## config.mk

```make
export PLATFORM = sky130hd
export DESIGN_NAME = apb_cfg_regbank
export DESIGN_NICKNAME = d
export VERILOG_FILES = /design/src/rtl/apb_cfg_regbank.sv
export SDC_FILE = /design/constraint.sdc
export NUM_CORES = 1
export LEC_CHECK = 0
export CAP_MARGIN = 20
export CORE_AREA = 2 2 337 339
export DETAILED_ROUTE_END_ITERATION = 7
export DIE_AREA = 0 0 339 341
export MAX_ROUTING_LAYER = met4
export RECOVER_POWER = 50
export SLEW_MARGIN = 15
export SYNTH_ARGS = -nofsm -noshare
export SYNTH_HDL_FRONTEND = slang
export SYNTH_SLANG_ARGS = --single-unit
```

## constraint.sdc

```tcl
create_clock -name PCLK -period 4.6 [get_ports PCLK]
set_input_delay 0.69 -clock PCLK [delete_from_list [all_inputs] [get_ports PCLK]]
set_output_delay 0.69 -clock PCLK [all_outputs]
set_load 0.005 [all_outputs]
```

## src/rtl/apb_cfg_regbank.sv

```systemverilog
// apb_cfg_regbank
// ---------------------------------------------------------------------------
// APB4 slave holding NUM_REGS word-addressed configuration registers. All
// registers are presented to the TPU datapath as one flat bus.
//
//   reg0 CTRL   : bit0 START (write-1 strobe, reads 0), bit1 IRQ_ENABLE,
//                 remaining bits plain storage
//   reg1 STATUS : bit0 BUSY, bit1 DONE (sticky, W1C), bit2 START_ERR
//                 (sticky, W1C); all other bits read 0
//   reg2..      : generic RW registers with byte-lane strobes
//
// Optional feature macro: CFG_IRQ_EN
//   defined   -> irq is a registered copy of STATUS.DONE & CTRL.IRQ_ENABLE
//   undefined -> irq is tied low (IRQ_ENABLE is still stored and readable)
//
// Ports
//   PCLK, PRESETn       clock, asynchronous active-low reset
//   PADDR/PSEL/PENABLE/PWRITE/PWDATA/PSTRB   APB request
//   PRDATA/PREADY/PSLVERR                    APB response
//   done_i              job-finished level from the TPU
//   start_pulse         one-cycle start strobe to the TPU
//   irq                 interrupt
//   cfg_flat            all registers, reg i at [i*DATA_WIDTH +: DATA_WIDTH]
//
// States
//   state    | meaning
//   S_IDLE   | waiting for a setup phase (PSEL & !PENABLE)
//   S_ACCESS | access phase; counts wait states, completes when cnt hits
//            | WAIT_STATES, aborts if PSEL drops
// ---------------------------------------------------------------------------
module apb_cfg_regbank #(
    parameter int ADDR_WIDTH  = 8,
    parameter int DATA_WIDTH  = 32,
    parameter int NUM_REGS    = 24,
    parameter int WAIT_STATES = 0,
    parameter logic [NUM_REGS*DATA_WIDTH-1:0] RESET_FLAT = '0
) (
    input  logic                           PCLK,
    input  logic                           PRESETn,
    input  logic [ADDR_WIDTH-1:0]          PADDR,
    input  logic                           PSEL,
    input  logic                           PENABLE,
    input  logic                           PWRITE,
    input  logic [DATA_WIDTH-1:0]          PWDATA,
    input  logic [DATA_WIDTH/8-1:0]        PSTRB,
    output logic [DATA_WIDTH-1:0]          PRDATA,
    output logic                           PREADY,
    output logic                           PSLVERR,
    input  logic                           done_i,
    output logic                           start_pulse,
    output logic                           irq,
    output logic [NUM_REGS*DATA_WIDTH-1:0] cfg_flat
);

    localparam int         STRB_W = DATA_WIDTH / 8;
    localparam int         IDX_W  = ADDR_WIDTH - 2;
    localparam logic [3:0] WS     = 4'(WAIT_STATES);

    typedef enum logic {
        S_IDLE   = 1'b0,
        S_ACCESS = 1'b1
    } state_t;

    state_t                state_q, state_d;
    logic [3:0]            cnt_q, cnt_d;
    logic [ADDR_WIDTH-1:0] addr_q, addr_d;
    logic                  write_q, write_d;
    logic [DATA_WIDTH-1:0] wdata_q, wdata_d;
    logic [STRB_W-1:0]     strb_q, strb_d;
    logic [DATA_WIDTH-1:0] prdata_q, prdata_d;
    logic [DATA_WIDTH-1:0] regs_q [NUM_REGS];
    logic [DATA_WIDTH-1:0] regs_d [NUM_REGS];
    logic                  start_pulse_q, start_pulse_d;
    logic                  irq_q, irq_d;

    logic [IDX_W-1:0]      idx_q;
    logic                  acc_err;
    logic                  commit;
    logic                  start_req;
    logic                  start_fire;
    logic                  status_w1c;
    logic                  busy_d, done_d, serr_d;

    function automatic logic addr_bad(input logic [ADDR_WIDTH-1:0] a);
        return (a[1:0] != 2'b00) || (32'(a[ADDR_WIDTH-1:2]) >= NUM_REGS);
    endfunction

    function automatic logic [DATA_WIDTH-1:0] lane_merge(
        input logic [DATA_WIDTH-1:0] old_w,
        input logic [DATA_WIDTH-1:0] new_w,
        input logic [STRB_W-1:0]     strb
    );
        logic [DATA_WIDTH-1:0] r;
        r = old_w;
        for (int b = 0; b < STRB_W; b++) begin
            if (strb[b]) r[8*b +: 8] = new_w[8*b +: 8];
        end
        return r;
    endfunction

    // START never holds a 1 and STATUS has no meaningful reset image, so both
    // are forced to 0 regardless of RESET_FLAT.
    function automatic logic [DATA_WIDTH-1:0] reset_word(input int i);
        logic [DATA_WIDTH-1:0] r;
        r = RESET_FLAT[i*DATA_WIDTH +: DATA_WIDTH];
        if (i == 0) r[0] = 1'b0;
        if (i == 1) r = '0;
        return r;
    endfunction

    function automatic logic [DATA_WIDTH-1:0] read_reg(input logic [IDX_W-1:0] idx);
        logic [DATA_WIDTH-1:0] r;
        r = '0;
        for (int i = 0; i < NUM_REGS; i++) begin
            if (idx == i[IDX_W-1:0]) r = regs_q[i];
        end
        return r;
    endfunction

    assign idx_q   = addr_q[ADDR_WIDTH-1:2];
    assign acc_err = addr_bad(addr_q);

    // Transfer FSM
    always_comb begin
        state_d  = state_q;
        cnt_d    = cnt_q;
        addr_d   = addr_q;
        write_d  = write_q;
        wdata_d  = wdata_q;
        strb_d   = strb_q;
        prdata_d = prdata_q;
        commit   = 1'b0;
        case (state_q)
            S_IDLE: begin
                if (PSEL && !PENABLE) begin
                    addr_d  = PADDR;
                    write_d = PWRITE;
                    wdata_d = PWDATA;
                    strb_d  = PSTRB;
                    cnt_d   = 4'd0;
                    state_d = S_ACCESS;
                    // Read data is captured at setup so it is stable for the
                    // whole access phase, however many wait states follow.
                    if (!PWRITE) begin
                        prdata_d = addr_bad(PADDR) ? '0 : read_reg(PADDR[ADDR_WIDTH-1:2]);
                    end
                end
            end
            S_ACCESS: begin
                if (!PSEL) begin
                    state_d = S_IDLE;
                end else if (cnt_q == WS) begin
                    state_d = S_IDLE;
                    commit  = write_q && !acc_err;
                end else begin
                    cnt_d = cnt_q + 4'd1;
                end
            end
            default: state_d = S_IDLE;
        endcase
    end

    // Register next-state
    always_comb begin
        for (int i = 0; i < NUM_REGS; i++) regs_d[i] = regs_q[i];
        start_req  = 1'b0;
        status_w1c = 1'b0;
        if (commit) begin
            for (int i = 2; i < NUM_REGS; i++) begin
                if (idx_q == i[IDX_W-1:0]) regs_d[i] = lane_merge(regs_q[i], wdata_q, strb_q);
            end
            if (idx_q == '0) begin
                regs_d[0]    = lane_merge(regs_q[0], wdata_q, strb_q);
                regs_d[0][0] = 1'b0;
                start_req    = strb_q[0] & wdata_q[0];
            end
            if (idx_q == IDX_W'(1)) status_w1c = strb_q[0];
        end

        start_fire = start_req && !regs_q[1][0];

        // A start in the same cycle as done_i leaves the new job busy.
        if (start_fire)  busy_d = 1'b1;
        else if (done_i) busy_d = 1'b0;
        else             busy_d = regs_q[1][0];

        // Set beats clear on the sticky bits.
        if (done_i && regs_q[1][0])          done_d = 1'b1;
        else if (status_w1c && wdata_q[1])   done_d = 1'b0;
        else                                 done_d = regs_q[1][1];

        if (start_req && regs_q[1][0])       serr_d = 1'b1;
        else if (status_w1c && wdata_q[2])   serr_d = 1'b0;
        else                                 serr_d = regs_q[1][2];

        regs_d[1]      = '0;
        regs_d[1][2:0] = {serr_d, done_d, busy_d};

        start_pulse_d = start_fire;

`ifdef CFG_IRQ_EN
        irq_d = regs_q[1][1] & regs_q[0][1];
`else
        irq_d = 1'b0;
`endif
    end

    always_ff @(posedge PCLK or negedge PRESETn) begin
        if (!PRESETn) begin
            state_q       <= S_IDLE;
            cnt_q         <= 4'd0;
            addr_q        <= '0;
            write_q       <= 1'b0;
            wdata_q       <= '0;
            strb_q        <= '0;
            prdata_q      <= '0;
            start_pulse_q <= 1'b0;
            irq_q         <= 1'b0;
            for (int i = 0; i < NUM_REGS; i++) regs_q[i] <= reset_word(i);
        end else begin
            state_q       <= state_d;
            cnt_q         <= cnt_d;
            addr_q        <= addr_d;
            write_q       <= write_d;
            wdata_q       <= wdata_d;
            strb_q        <= strb_d;
            prdata_q      <= prdata_d;
            start_pulse_q <= start_pulse_d;
            irq_q         <= irq_d;
            for (int i = 0; i < NUM_REGS; i++) regs_q[i] <= regs_d[i];
        end
    end

    assign PRDATA      = prdata_q;
    assign PREADY      = (state_q == S_ACCESS) && (cnt_q == WS);
    assign PSLVERR     = PREADY && acc_err;
    assign start_pulse = start_pulse_q;
    assign irq         = irq_q;

    for (genvar g = 0; g < NUM_REGS; g++) begin : g_flat
        assign cfg_flat[g*DATA_WIDTH +: DATA_WIDTH] = regs_q[g];
    end

endmodule

```

* After elaboration in Yosys (flattened, before gate mapping) *
Cells that the tools add are included.

word-level totals
  flip-flop bits (word level) = 821
  logic and storage cells = 321
  bits of input ports = 50
  output and inout bits = 804

operators by class
  order comparisons = 2
  add/sub/neg operators = 1
  eq/ne operators = 49
  muxes and demuxes = 46
  reductions and logical operators = 117
  bitwise logic cells = 3

operators by type and width
  operator                                                           count
  2-to-1 mux 32 bit                                                  25
  AND reduction 3 bit                                                94
  == test 6 x 4 -> 1 bit, second input constant                      16
  == test 6 x 5 -> 1 bit, second input constant                      16
  == test 6 x 3 -> 1 bit, second input constant                      8
  == test 6 x 2 -> 1 bit, second input constant                      4
  2-to-1 mux 1 bit                                                   16
  == test 6 x 1 -> 1 bit, second input constant                      2
  greater-or-equal comparator 6 x 5 -> 1 bit, second input constant  2
  logical NOT 6 bit                                                  2
  2-to-1 mux 4 bit                                                   3
  nonzero test 2 bit                                                 5
  logical AND 1 bit                                                  9
  case mux 4 bit (2 select lines)                                    1
  inequality test 2 bit, second input constant                       3
  adder 4 x 1 -> 4 bit, second input constant                        1
  logical NOT 4 bit                                                  1
  logical NOT 1 bit                                                  3
  logical OR 1 bit                                                   2
  NOT 1 bit                                                          2
  case mux 1 bit (2 select lines)                                    1
  AND reduction 2 bit                                                1
  bitwise AND 1 bit                                                  1

* Depth between registers and ports, before layout *
Gate-level depths: netlist of the first run.

  word-level depth = 26
  mapped depth = 10
  gate-level depth less buffers = 8

* Worst setup path after synthesis of the first run *
No wires, ideal clock.

  kind = input to register
  from = in PADDR[3]
  to = reg prdata_q[13] (netlist: PRDATA[13])
  path buffers = 3
  slack = 2.002 ns
  data required time = 4.468 ns
  setup time = 0.132 ns
  stages = 8
  arrival = 2.466 ns
  cells stage by stage = buf_2 -> clkbuf_1 -> buf_2 -> mux4_2 -> a221oi_1 -> nand2_1 -> a2111oi_0 -> nor2_1

between the ends
  word-level cells in the longest chain between the ends = 26
  elaborated cells on any way between the ends = 51
  those cells by class = order compare: 1; eq/ne: 23; mux: 25; reduce/logical: 2

ends and longest elaborated chain
  element                          line  text
  start: declaration               40    input logic [ADDR_WIDTH-1:0] PADDR,
  logical NOT 6 bit                115   if (idx == i[IDX_W-1:0]) r = regs_q[i];
  2-to-1 mux 32 bit (24 in a row)  115
  2-to-1 mux 32 bit *              145   prdata_d = addr_bad(PADDR) ? '0 : read_reg(PADDR[ADDR_WIDTH-1:2]);
  end signal: assignment           227   prdata_q <= prdata_d;
  end: declaration                 70    logic [DATA_WIDTH-1:0] prdata_q, prdata_d;

Mark *: on every way between the ends. The rest lies on a longest branch, timed or not.
A chain may end at the register's enable or synchronous reset.

* Worst setup path after layout of the first run *
  from = in PSEL
  to = reg wdata_q[20]

between the ends
  word-level cells in the longest chain between the ends = 2

ends and longest elaborated chain
  element                               line  text
  start: declaration                    41    input logic PSEL,
  logical AND 1 bit                     135   if (PSEL && !PENABLE) begin
  AND reduction 2 bit (no source line)  n/a
  end signal: assignment                225   wdata_q <= wdata_d;
  end: declaration                      68    logic [DATA_WIDTH-1:0] wdata_q, wdata_d;

Every way passes these cells.

==> impl_metrics.toml, run 1 <==
[routing]
avgRoutedWirePerCell_microns = 38.2
dr.pass1.iters = 6
drtAntennaViolNets = 0
via_per_inst = 5.96
drc = 0
first_iter_violations = 3568
wirelength_microns = 208000
num_vias = 32500

[final_layout]
instances_no_fill = 5444
synthToLayoutAreaGrowth_pct = 35.9
drive_gt1_share_pct = 31.3
post-route-util_pct = 46.3
nets = 3911
most-common-layout-cells = "821 x dfrtp_1, 794 x mux2_2, 481 x clkdlybuf4s50_1"
final_common_cell = "dfrtp_1"

[cts]
clk_pin_slew_worst_paths_ns = 0.06
numCtsBuffers = 95
cts.repair.resized = 0
clock-root-buffer = "clkbuf_16"
cts.sinks = 821
post-cts-setup-buffers = 0
cts_tree = "yes"
insertion_delay_ns = 0.71
cts.path.max_buffers = 3
cts_hold_buf = 0
h-tree-depth = 3

[die]
die_w_microns = 339
dieArea_sq_um = 116000
die_y_microns = 341
core-area_sq_um = 112000
num_io_pins = 854
fp-row-count = 123
start_util_pct = 34.1

[sta]
setup_slack_ns = 0.860
tns_ns = 0
relSlewSlack_pct = -130
period_share_pct = 81.3
worst_slew_pin_slew_ns = 3.45
rsz0062_at_grt = "false"
drv_slew = 141
max_freq_mhz = 267
fin_skew_ns = 0.0312
finalSetupViolCount = 0
timing_hold_violations_final = 0
period_minus_slack_ns = 3.74

[yosys]
synth_edf_count = 0
yosys_register_bits = 821
ys_seq_area_share_pct = 53.9
synthArstFlopShare_pct = 100
syn_inst = 3003
yosys_warnings = 0
synth_ff_type = "dfrtp_1"
synth_cell_types = 76
syn_area_sq_um = 38100
postSynthAreaPerCell_sq_um = 12.7

[placed_design]
dp_hpwl_microns = 153000
placed_cells = 5262
place.gp.congestion = 1.00
portBuffers = 822
preCtsSetupSlack_ns = 0.639

[critical_path]
critical_path_class = "primary input to register"
r2r_slack_ns = 0.98
crit_fanout = 21
cp.required_ns = 5.19
startpoint_type = "primary input"
critPathArrivalTime_ns = 4.33
cp-end-kind = "register"

[grt]
track_usage_pct = 36.1
gr-total-overflow = 0
grt_pass1_vias = 32200
antenna_found_initial = 6
grt_pass1_wl_microns = 282000
grt_max_degree = 106

[run_status]
violations = "capacitance limit, slew limit"
outcome = "complete, but fails checks"

[power]
swShare_pct = 26.7
p_int_mw = 12.5
pwr-share-seq_pct = 46.3
power_density_nw_per_um2 = 328
p_sw_mw = 4.55
pwr-share-comb_pct = 5.9
power.leakage_nw = 24.1
p_clk_share_pct = 47.8
finalPower_mw = 17.0
ir_worst_vdd_v = 0.000242

[hold_path]
hold_path_class = "register to register"

[run]
cap_violations = 3
area by class of cell:
cell class	instances	area [sq um]
Antenna cell	5	12.5
Clock buffer	129	2680
Clock inverter	48	609
Fill cell	10400	60100
Inverter	10	37.5
Multi-Input combinational cell	1975	16700
Sequential cell	821	20500
Tap cell	1500	1880
Timing Repair Buffer	956	9330
power by group through the flow:
stage	combinational, mW	sequential (mW)	clock [mW]
finish	1.00	7.87	8.12
global route	1.05	7.88	8.49
CTS	1.01	7.85	8.18
detailed placement	1.00	7.98	0
global placement	0.984	7.98	0
floorplan	0.607	7.58	0
flip-flops by register name, indices dropped and copies added, names as in the netlist:
signal	count
wdata_q	32
state_q	1
write_q	1
PRDATA	32
cfg_flat	738
strb_q	4
addr_q	8
cnt_q	4
start_pulse	1
final timing paths:
| check | start | end | depth (start not counted) |
|---|---|---|---|
| min reg2reg | cfg_flat[197] | cfg_flat[197] | 1 |
| min in group asynchronous | PRESETn | cfg_flat[558] | 1 |
| max reg2reg | state_q | wdata_q[20] | 4 |
| max | PSEL | wdata_q[20] | 4 |
| min | cfg_flat[197] | cfg_flat[197] | 1 |
| max in group asynchronous | PRESETn | cfg_flat[93] | 3 |
stage by stage:
stage | instance area, sq um | hold slack, ns
6_report | 51800 | 0.525
3_3_place_gp | 48500 | 0.500
5_1_grt | 51800 | 0.540
2_1_floorplan | 38200 | 0.394
3_5_place_dp | 48600 | 0.515
4_1_cts | 51800 | 0.134
cells in the mapped netlist, types with 9 or more instances:
cell type	number	area [sq um]
nor2_4	61	687
dfrtp_1	821	20500
a22o_1	15	131
buf_1	35	131
nor3_1	21	105
a221o_1	11	110
o2bb2ai_1	20	175
and3_1	20	125
mux4_2	12	270
buf_2	47	235
nor2_2	36	225
o22ai_1	37	231
nand2_1	154	578
nand2b_1	12	75.1
o211ai_1	19	143
a31oi_1	14	87.6
nor2_1	99	372
clkbuf_1	111	417
a21oi_1	94	470
buf_4	34	255
a221oi_1	29	254
mux2_2	794	8940
a211oi_1	14	105
nand4_1	21	131
mux2i_1	44	440
o21ai_0	136	681
a2bb2oi_1	9	78.8
a22oi_1	78	586
nand3_1	49	245
o221ai_1	11	96.3
nor2b_1	18	113
per-layer routing:
metal  track usage (%)  share of wire (%)  vias up
met5                 -                  0        -
met4              16.6                5.5        0
met3              10.4                9.9      513
met2              55.1                 45     2140
met1              44.3                 39    17000
li1                  -                  -    12800
worst max-delay path, stage by stage:
cell,delay [ns]
dlygate4sd3_1,0.61
and3_1,1.29
clkbuf_1,1.26
mux2_2,0.44
cell families (layout without fill, tap and decap cells):
group / Yosys count / after routing / synth area share (%)
XOR/XNOR: 2 / 2 / 0.0460
AO/OA/AOI/OAI: 552 / 552 / 9.79
multiplexers: 852 / 852 / 25.4
buffers and inverters: 237 / 1143 / 2.82
flip-flops: 821 / 821 / 53.9
other: 1 / 36 / 0.00984
adder cells (fa/ha/maj): 2 / 2 / 0.0657
AND/OR/NAND/NOR: 536 / 536 / 7.96
(Power assumes the default switching activity.)
==> run 2: changes to the inputs <==
clock period = 3.1 ns   (was 4.6 ns; I/O delays follow)
==> impl_metrics.toml, run 2 (synthesized netlist as in run 1, its figures left out) <==
[die]
start_util_pct = 34.1
dieArea_sq_um = 116000
num_io_pins = 854
die_y_microns = 341
fp-row-count = 123
die_w_microns = 339
core-area_sq_um = 112000

[power]
pwr-share-comb_pct = 6.2
p_clk_share_pct = 47.0
ir_worst_vdd_v = 0.000383
pwr-share-seq_pct = 46.8
swShare_pct = 26.2
power.leakage_nw = 25.3
finalPower_mw = 25.0
p_sw_mw = 6.56
p_int_mw = 18.4
power_density_nw_per_um2 = 464

[placed_design]
dp_hpwl_microns = 156000
preCtsSetupSlack_ns = -0.216
place.gp.congestion = 0.975
portBuffers = 822

[sta]
rsz0062_at_grt = "false"
fin_skew_ns = 0.0319
period_minus_slack_ns = 2.96
finalSetupViolCount = 0
worst_slew_pin_slew_ns = 1.74
setup_slack_ns = 0.144
drv_slew = 37
relSlewSlack_pct = -15.8
timing_hold_violations_final = 0
period_share_pct = 95.4
max_freq_mhz = 338

[final_layout]
nets = 4125
antenna_cells = 0
fillers = 10200
multi_input_area_sq_um = 16700
post-route-util_pct = 48.1
drive_gt1_share_pct = 34.7
synthToLayoutAreaGrowth_pct = 41.4
largest_reg_flops = 738
seqCellArea_sq_um = 20500
final_common_cell = "dfrtp_1"
most-common-layout-cells = "821 x dfrtp_1, 794 x mux2_2, 482 x clkdlybuf4s50_1"

[routing]
dr.pass1.iters = 8
num_vias = 33000
avgRoutedWirePerCell_microns = 36.5
first_iter_violations = 3451
via_per_inst = 5.84
drc = 0
wirelength_microns = 206000
drtAntennaViolNets = 0

[critical_path]
critPathArrivalTime_ns = 3.52
endpoint = "cfg_flat[440]"
crit_fanout = 8
cp-end-kind = "register"
reg2reg_to = "cfg_flat[440]"
critical_path_class = "register to register"
cp.required_ns = 3.67
r2r_slack_ns = 0.14
timing.rr.start = "addr_q[2]"
r2r_cells = 5
critPathLaunch = "addr_q[2]"
startpoint_type = "register"

[cts]
post-cts-setup-buffers = 0
cts_tree = "yes"
numCtsBuffers = 92
insertion_delay_ns = 0.70
clock-root-buffer = "clkbuf_16"
cts.sinks = 821
cts.repair.resized = 0
clk_pin_slew_worst_paths_ns = 0.07
h-tree-depth = 3
cts.path.max_buffers = 3

[run_status]
outcome = "complete, but fails checks"
violations = "capacitance limit, slew limit"

[hold_path]
hold_path_class = "primary input to register"
whs_path_depth = 3

[grt]
gr-total-overflow = 0
track_usage_pct = 35.8
grt_pass1_wl_microns = 281000
grt_pass1_vias = 33000
antenna_found_initial = 7
grt_max_degree = 98

[run]
cap_violations = 1
-- run 2: cell count changes in the layout (fill, tap and decap cells not counted), moves of 2 or more --
cell	before	now
clkbuf_16	95	93
clkinv_8	2	0
diode_2	5	0
clkbuf_2	7	9
buf_12	10	54
clkbuf_8	17	19
buf_4	112	280
clkinv_2	23	15
buf_6	2	4
clkinvlp_4	5	3
clkbuf_1	22	20
-- run 2: final cells by class --
cell class | count | share of cell area, %
sequential | 821 | 38.1
multi-input combinational | 1975 | 31.0
timing repair buffer | 1173 | 21.4
clock buffer | 127 | 4.91
tap | 1500 | 3.48
clock inverter | 38 | 1.00
inverter | 10 | 0.0697
-- run 2: timing repair --
action	CTS	global route
endpoints found under the hold margin	28	0
hold buffers	1	0
setup endpoints to repair	0	0
-- run 2: power by group through the flow --
| stage | clock network (mW) | registers (mW) | logic [mW] |
|---|---|---|---|
| 2_1_floorplan | 0 | 11.2 | 0.900 |
| 5_1_grt | 12.3 | 11.7 | 1.64 |
| 4_1_cts | 11.8 | 11.7 | 1.57 |
| 3_5_place_dp | 0 | 11.9 | 1.57 |
| 6_report | 11.7 | 11.7 | 1.55 |
| 3_3_place_gp | 0 | 11.9 | 1.56 |
-- run 2: worst min path at each step --
stage	slack [ns]	startpoint	endpoint
2_1_floorplan	0.17	PRESETn	PRDATA[0]
3_3_place_gp	0.45	PRESETn	cfg_flat[558]
3_5_place_dp	0.45	PRESETn	cfg_flat[718]
4_1_cts	0.26	PADDR[3]	PRDATA[1]
5_1_grt	0.30	PADDR[3]	PRDATA[1]
6_report	0.29	PADDR[3]	PRDATA[1]
-- run 2: layer usage --
layer  global-route usage, %  routed length, microns  vias to the layer above
met5                       -                       0                        -
met3                    8.48                   17700                      437
met1                    45.0                   82900                    17400
li1                        -                       -                    13300
met2                    55.2                   94800                     1923
met4                    15.6                   10400                        0
-- run 2: worst max-delay path, cell delays in order, from the launching register on --
cell and delay [ns]:
dfrtp_1 0.48, nor2b_1 0.25, nor3b_1 0.46, nand3_1 0.65
nor2_4 0.58, mux2_2 0.39
-- run 2: stage by stage --
| step | hold WS [ns] | instances | cell area (sq um) | TNS, ns |
|---|---|---|---|---|
| detailed placement | 0.454 | 5478 | 50800 | -1.69 |
| global placement | 0.449 | 5478 | 50800 | -1.61 |
| floorplan | 0.169 | 3033 | 38200 | 0 |
| finish | 0.289 | 5644 | 53900 | 0 |
| global route | 0.297 | 5644 | 53900 | 0 |
| CTS | 0.258 | 5644 | 54000 | 0 |
